## src/rtl/inst_fetch_unit.sv

```systemverilog
// Instruction fetch stage: holds the PC, requests words from instruction memory,
// buffers one instruction toward decode and honours branch redirects from execute.
module inst_fetch_unit #(
  parameter int                ADDR_W   = 32,
  parameter logic [ADDR_W-1:0] RESET_PC = {ADDR_W{1'b0}}
) (
  input  logic              clk,
  input  logic              rst,
  output logic              imem_req,
  output logic [ADDR_W-1:0] imem_addr,
  input  logic              imem_ready,
  input  logic [31:0]       imem_rdata,
  output logic              out_valid,
  input  logic              out_ready,
  output logic [31:0]       out_inst,
  output logic [4:0]        out_opcode,
  output logic [ADDR_W-1:0] out_pc,
  output logic              out_illegal,
  input  logic              br_taken,
  input  logic [ADDR_W-1:0] br_target,
  output logic [31:0]       fetch_count
);

  typedef enum logic [1:0] {
    IDLE  = 2'b00,
    FETCH = 2'b01,
    HOLD  = 2'b10
  } state_t;

  state_t            state_r, state_n;
  logic [ADDR_W-1:0] pc_r, pc_n;
  logic              valid_r, valid_n;
  logic [31:0]       inst_r, inst_n;
  logic [ADDR_W-1:0] inst_pc_r, inst_pc_n;
  logic [31:0]       count_r, count_n;
  logic [ADDR_W-1:0] target_s;
  logic [ADDR_W-1:0] pc_inc_s;

  assign target_s = {br_target[ADDR_W-1:2], 2'b00};
  assign pc_inc_s = pc_r + {{(ADDR_W-3){1'b0}}, 3'b100};

  assign imem_req    = (state_r == FETCH);
  assign imem_addr   = pc_r;
  assign out_valid   = valid_r;
  assign out_inst    = inst_r;
  assign out_pc      = inst_pc_r;
  assign out_opcode  = inst_r[6:2];
  assign out_illegal = (inst_r[1:0] != 2'b11);
  assign fetch_count = count_r;

  // Next-state and datapath update; a redirect outranks every state action.
  always_comb begin
    state_n   = state_r;
    pc_n      = pc_r;
    valid_n   = valid_r;
    inst_n    = inst_r;
    inst_pc_n = inst_pc_r;
    count_n   = count_r;
    if (br_taken) begin
      // A buffered instruction is dropped, but a same-cycle accept still counts.
      pc_n    = target_s;
      valid_n = 1'b0;
      state_n = FETCH;
      if ((state_r == HOLD) && out_ready) begin
        count_n = count_r + 32'd1;
      end else begin
        count_n = count_r;
      end
    end else begin
      case (state_r)
        IDLE: begin
          state_n = FETCH;
        end
        FETCH: begin
          if (imem_ready) begin
            inst_n    = imem_rdata;
            inst_pc_n = pc_r;
            valid_n   = 1'b1;
            pc_n      = pc_inc_s;
            state_n   = HOLD;
          end else begin
            state_n = FETCH;
          end
        end
        HOLD: begin
          if (out_ready) begin
            valid_n = 1'b0;
            count_n = count_r + 32'd1;
            state_n = FETCH;
          end else begin
            state_n = HOLD;
          end
        end
        default: begin
          state_n = IDLE;
          valid_n = 1'b0;
        end
      endcase
    end
  end

  // State and output registers with synchronous reset.
  always_ff @(posedge clk) begin
    if (rst) begin
      state_r   <= IDLE;
      pc_r      <= RESET_PC;
      valid_r   <= 1'b0;
      inst_r    <= 32'h0000_0000;
      inst_pc_r <= {ADDR_W{1'b0}};
      count_r   <= 32'h0000_0000;
    end else begin
      state_r   <= state_n;
      pc_r      <= pc_n;
      valid_r   <= valid_n;
      inst_r    <= inst_n;
      inst_pc_r <= inst_pc_n;
      count_r   <= count_n;
    end
  end

endmodule

```

## config.mk

```make
export PLATFORM = sky130hd
export DESIGN_NAME = inst_fetch_unit
export DESIGN_NICKNAME = d
export VERILOG_FILES = /design/src/rtl/inst_fetch_unit.sv
export SDC_FILE = /design/constraint.sdc
export NUM_CORES = 1
export LEC_CHECK = 0
export CORE_MARGIN = 3
export CORE_UTILIZATION = 35
export CTS_CLUSTER_SIZE = 24
export DETAILED_ROUTE_END_ITERATION = 16
export PLACE_DENSITY = 0.66
export SLEW_MARGIN = 20
export SYNTH_ARGS = -nofsm -noshare
export SYNTH_HDL_FRONTEND = slang
export SYNTH_SLANG_ARGS = --single-unit
```

## constraint.sdc

```tcl
create_clock -name clk -period 3.3 [get_ports clk]
set_input_delay 0.66 -clock clk [delete_from_list [all_inputs] [get_ports clk]]
set_output_delay 0.66 -clock clk [all_outputs]
set_load 0.02 [all_outputs]
```

## Word level (Yosys, flattened, before mapping)

Index checks and enable logic that the tools add are counted.
Widths: inputs -> output; s select.

| storage, ports and cells | value |
|---|---|
| flip-flop bits (word level) | 131 |
| latch bits | 0 |
| memory bits (writable) | 0 |
| bits in read-only memories | 0 |
| input bits | 69 |
| output and inout port bits | 136 |
| logic and storage cells | 44 |
| memories | 0 |

| cells by class | value |
|---|---|
| $add $sub $neg | 2 |
| multipliers | 0 |
| divide/modulo/power cells | 0 |
| $lt $le $gt $ge | 0 |
| equality and inequality tests | 6 |
| shift-type cells | 0 |
| multiplexer cells | 14 |
| bitwise gates (word level) | 2 |
| reductions and logical operators | 12 |

Operator list:

| operator | number |
|---|---|
| $mux 32 | 7 |
| $add 32x1->32 const B | 1 |
| $add 32x3->32 const B | 1 |
| $reduce_and 3->1 | 3 |
| $reduce_bool 2->1 | 4 |
| $pmux 2 s3 | 1 |
| $mux 2 | 2 |
| $ne 2x1->1 const B | 2 |
| $ne 2x2->1 const B | 2 |
| $reduce_and 2->1 | 2 |
| $mux 1 | 3 |
| $pmux 1 s3 | 1 |
| $eq 2x1->1 const B | 1 |
| $eq 2x2->1 const B | 1 |
| $logic_not 2->1 | 1 |
| $not 1->1 | 2 |
| $reduce_or 2->1 | 1 |
| $logic_and 1x1->1 | 1 |

## Logic depth before layout (Yosys ltp)

| logic depth | value |
|---|---|
| depth after elaboration | 4 |
| depth in mapped cells | 7 |
| mapped depth without buffers | 5 |

## Worst setup path after synthesis

No wires, ideal clock.

| path | value |
|---|---|
| kind | reg-to-reg |
| start | register pc_r[10] (netlist: imem_addr[10]) |
| end | register pc_r[29] (netlist: imem_addr[29]) |
| library setup time | 91 ps |
| arrival | 2111 ps |
| required time | 3209 ps |
| path slack | 1098 ps |
| cell stages (with the launch flop) | 7 |
| path buffers | 2 |
| cell sequence | dfxtp_1 buf_4 nand4_1 or4_4 buf_6 or4_1 a311oi_1 |

| between the ends | value |
|---|---|
| longest elaborated chain between the ends | 4 |

RTL lines:

| element | line | text |
|---|---|---|
| start, declared | 31 | `logic [ADDR_W-1:0] pc_r, pc_n;` |
| start signal, assigned | 113 | `pc_r <= pc_n;` |
| $add 32x3->32 | 40 | `assign pc_inc_s = pc_r + {{(ADDR_W-3){1'b0}}, 3'b100};` |
| $mux 32 | 75 | `if (imem_ready) begin` |
| $mux 32 | 70 | `case (state_r)` |
| $mux 32 | 59 | `if (br_taken) begin` |

No other way between the ends. The select of a mux whose other input is x is not followed.
A chain may end at the register's enable or synchronous reset.

## Worst setup path after layout

| path | value |
|---|---|
| start | input out_ready |
| end | register count_r[26] (netlist: fetch_count[26]) |

| between the ends | value |
|---|---|
| longest elaborated chain between the ends | 3 |
| elaborated cells between the ends (all ways) | 4 |
| those cells by class | eq/ne: 1; reduce/logical: 3 |

RTL lines:

| element | line | text |
|---|---|---|
| start, declared | 14 | `input logic out_ready,` |
| $logic_and 1x1->1 | 64 | `if ((state_r == HOLD) && out_ready) begin` |
| $ne 2x1->1 (no source line) | n/a |  |
| $reduce_and 3->1 (no source line) (*) | n/a |  |
| end signal, assigned | 117 | `count_r <= count_n;` |
| end, declared | 35 | `logic [31:0] count_r, count_n;` |

Mark *: on every way between the ends. The rest lies on a longest branch, timed or not.

==> impl_metrics.yaml <==
setup_path:
  reg2reg_depth: 4
  worstReg2RegStart: "fetch_count[9]$_SDFFE_PP0P_"
  worstPathArrival_ns: 2.75
  startpoint_type: "input port"
  r2r_setup_slack_ns: 0.93
  required_ns: 3.64
  critical_path_class: "in -> reg"
  crit_path_end_kind: "flop"
  rr_endpoint: "fetch_count[31]$_SDFFE_PP0P_"
  cp_max_fo: 19
clock_network:
  clock_sinks: 127
  cts_buffer_depth: 2
  clk_pin_slew_ns: 0.05
  cts_max_level: 4
  cts_made_buffers: 17
  clock_latency_ns: 0.41
  postCtsSetupBuffers: 0
  post_cts_resize_count: 0
  ctsHoldBuffers: 0
  ctsRootBufferMaster: "clkbuf_16"
  cts_tree: "done"
route:
  ant_nets: 0
  postRouteWirelength_um: 16500
  dr.first_iter.drc_count: 336
  post-route-drc-count: 0
  via_count: 5576
  dr.pass1.iters: 5
  avgRoutedWirePerCell_um: 15.2
  vias_per_cell: 5.12
grt:
  grt_pass1_wl_um: 27200
  antenna_found_initial: 0
  grt_max_degree: 57
  first_global_vias: 5185
  grt_overflow: 0
  grt_usage_pct: 18.9
power_and_ir_drop:
  powerDensity_nw_per_um2: 464
  p_leak_nw: 2.67
  vdd_drop_max_mv: 0.359
yosys:
  ys_types: 43
  synth_warnings: 0
  async_flop_share_pct: 0
  ys_seq_area_share_pct: 45.9
  synth_top_area_share_pct: 45.9
  synth.area.top_cells: "dfxtp_1, nand2_1, a21oi_1, or4_1, o31ai_1"
  ys_ff_latch: 127
  synth.largest_area_cell: "dfxtp_1"
  synth_edf_count: 0
  synth_cells: 693
  syn_area_per_cell_um2: 8.00
  ys.flop_type: "dfxtp_1"
  netlist_area_um2: 5540
timing:
  max_freq_mhz: 416
  finalWorstSetupSlack_ns: 0.895
  rsz0062_at_grt: "no"
  tightest_slew_ns: 0.672
  setup_violations: 0
  slew_violations: 0
  tns_ns: 0
  min_period_ns: 2.40
  slew_headroom_pct: 55.2
  hold_slack_ns: 0.450
  hold_viol_final: 0
  skew_ns: 0.00683
  fin_crit_sh_pct: 72.9
cells_and_area:
  area_delta_synth_final_pct: 48.0
  final_layout_size_suffix_gt1_share_pct: 5.35
  final_common_cell: "clkdlybuf4s50_1"
  stdcell_count: 1089
  fin_area_um2: 8200
  final_nets: 937
  diodes: 0
  layout_common_cells: "clkdlybuf4s50_1, nand2_1, dfxtp_1, a21oi_1, nor2_1"
hold_path:
  holdPathEnd: "out_inst[7]$_SDFFE_PP0P_"
  hold_path_depth: 2
  hp-start: "out_inst[7]$_SDFFE_PP0P_"
  hp-class: "reg -> reg"
place:
  dp.cells: 1058
  port_buffers: 198
  dpl_cell_area_um2: 7650
  gp_congestion: 0.798
  post-place-ws_ns: 0.482
  dpl.hpwl_um: 11100
die:
  core_um2: 15400
  io_pins: 205
  fp.dieW_um: 132
  dieArea_um2: 17400
  initial_core_util_pct: 36.1
  die_height_um: 132
  row_count: 45
flow_run:
  maxCapViolCount: 0
run_status:
  outcome: "finished, final reports clean"
[metal layers]
| layer | track usage (%) | wire length (µm) |
|---|---|---|
| met4 | 6.77 | 279 |
| met3 | 6.68 | 941 |
| met2 | 28.2 | 7480 |
| met5 | 0 | 0 |
| met1 | 25.2 | 7810 |
[flip-flops by register name, indices dropped and copies added, names as in the netlist]
name / count
out_inst: 32
out_pc: 30
imem_addr: 30
state_r: 2
out_valid: 1
fetch_count: 32
[worst max-delay path by stage]
| stage | cells after the start | to | startpoint |
|---|---|---|---|
| floorplan | 6 | imem_addr[29]$_SDFFE_PP0P_ | imem_addr[10]$_SDFFE_PP0P_ |
| global placement | 5 | fetch_count[26]$_SDFFE_PP0P_ | out_ready |
| detailed placement | 5 | fetch_count[18]$_SDFFE_PP0P_ | out_ready |
| CTS | 5 | fetch_count[26]$_SDFFE_PP0P_ | out_ready |
| global route | 5 | fetch_count[28]$_SDFFE_PP0P_ | out_ready |
| finish | 5 | fetch_count[26]$_SDFFE_PP0P_ | out_ready |
[kinds of logic after synthesis]
| family | count (synthesis) | share of synthesized area, % |
|---|---|---|
| muxes | 2 | 0.384 |
| xor gates and xnor gates | 16 | 2.53 |
| and+or+nand+nor | 303 | 26.6 |
| DFF | 127 | 45.9 |
| adders and majority gates | 2 | 0.451 |
| AOI/OAI and AO/OA | 165 | 18.0 |
| buffers and inverters | 77 | 6.05 |
| other | 1 | 0.0677 |
[power breakdown]
| part | switching, W | internal (W) |
|---|---|---|
| Combinational | 0.000199 | 0.000201 |
| Clock | 0.000651 | 0.00111 |
| Sequential | 0.0000638 | 0.00158 |
| Total | 0.000913 | 0.00289 |
[final cells by class]
class                   instances  area, µm²
well taps                     211        264
clock buffers                  25        495
flip-flops and latches        127       2540
fillers                      1460       7170
inverters                      16       60.1
clock inverters                 6       57.6
multi-input cells             492       2690
repair buffers                212       2100
[critical path, cell delays in order]
cell	delay [ns]
clkdlybuf4s50_1	0.56
nand4b_1	0.15
or3_1	0.64
or4_1	0.59
a21oi_1	0.15
[synth_stat cells, types with 4 or more instances]
cell type  count
nand4_1       16
or3_1         14
a211oi_1       6
inv_1         16
clkbuf_1      43
o21ai_0       17
buf_4         10
nand3_1       20
and4_1         7
xnor2_1        9
or4_1         28
o31a_1         4
a311oi_1      17
nor2_1        36
a21oi_1       89
nor4_1         9
xor2_1         7
o31ai_1       25
nand2_1      149
nor3_1         6
dfxtp_1      127
and3_1         4
buf_1          6
[per-stage QoR]
step / utilization, % / power [W]
2_1_floorplan: - / 0.00186
3_3_place_gp: 49.8 / 0.00208
3_5_place_dp: 49.8 / 0.00208
4_1_cts: 53.4 / 0.00384
5_1_grt: 53.4 / 0.00396
6_report: 53.4 / 0.00380
Power figures use the tool's default switching activity.
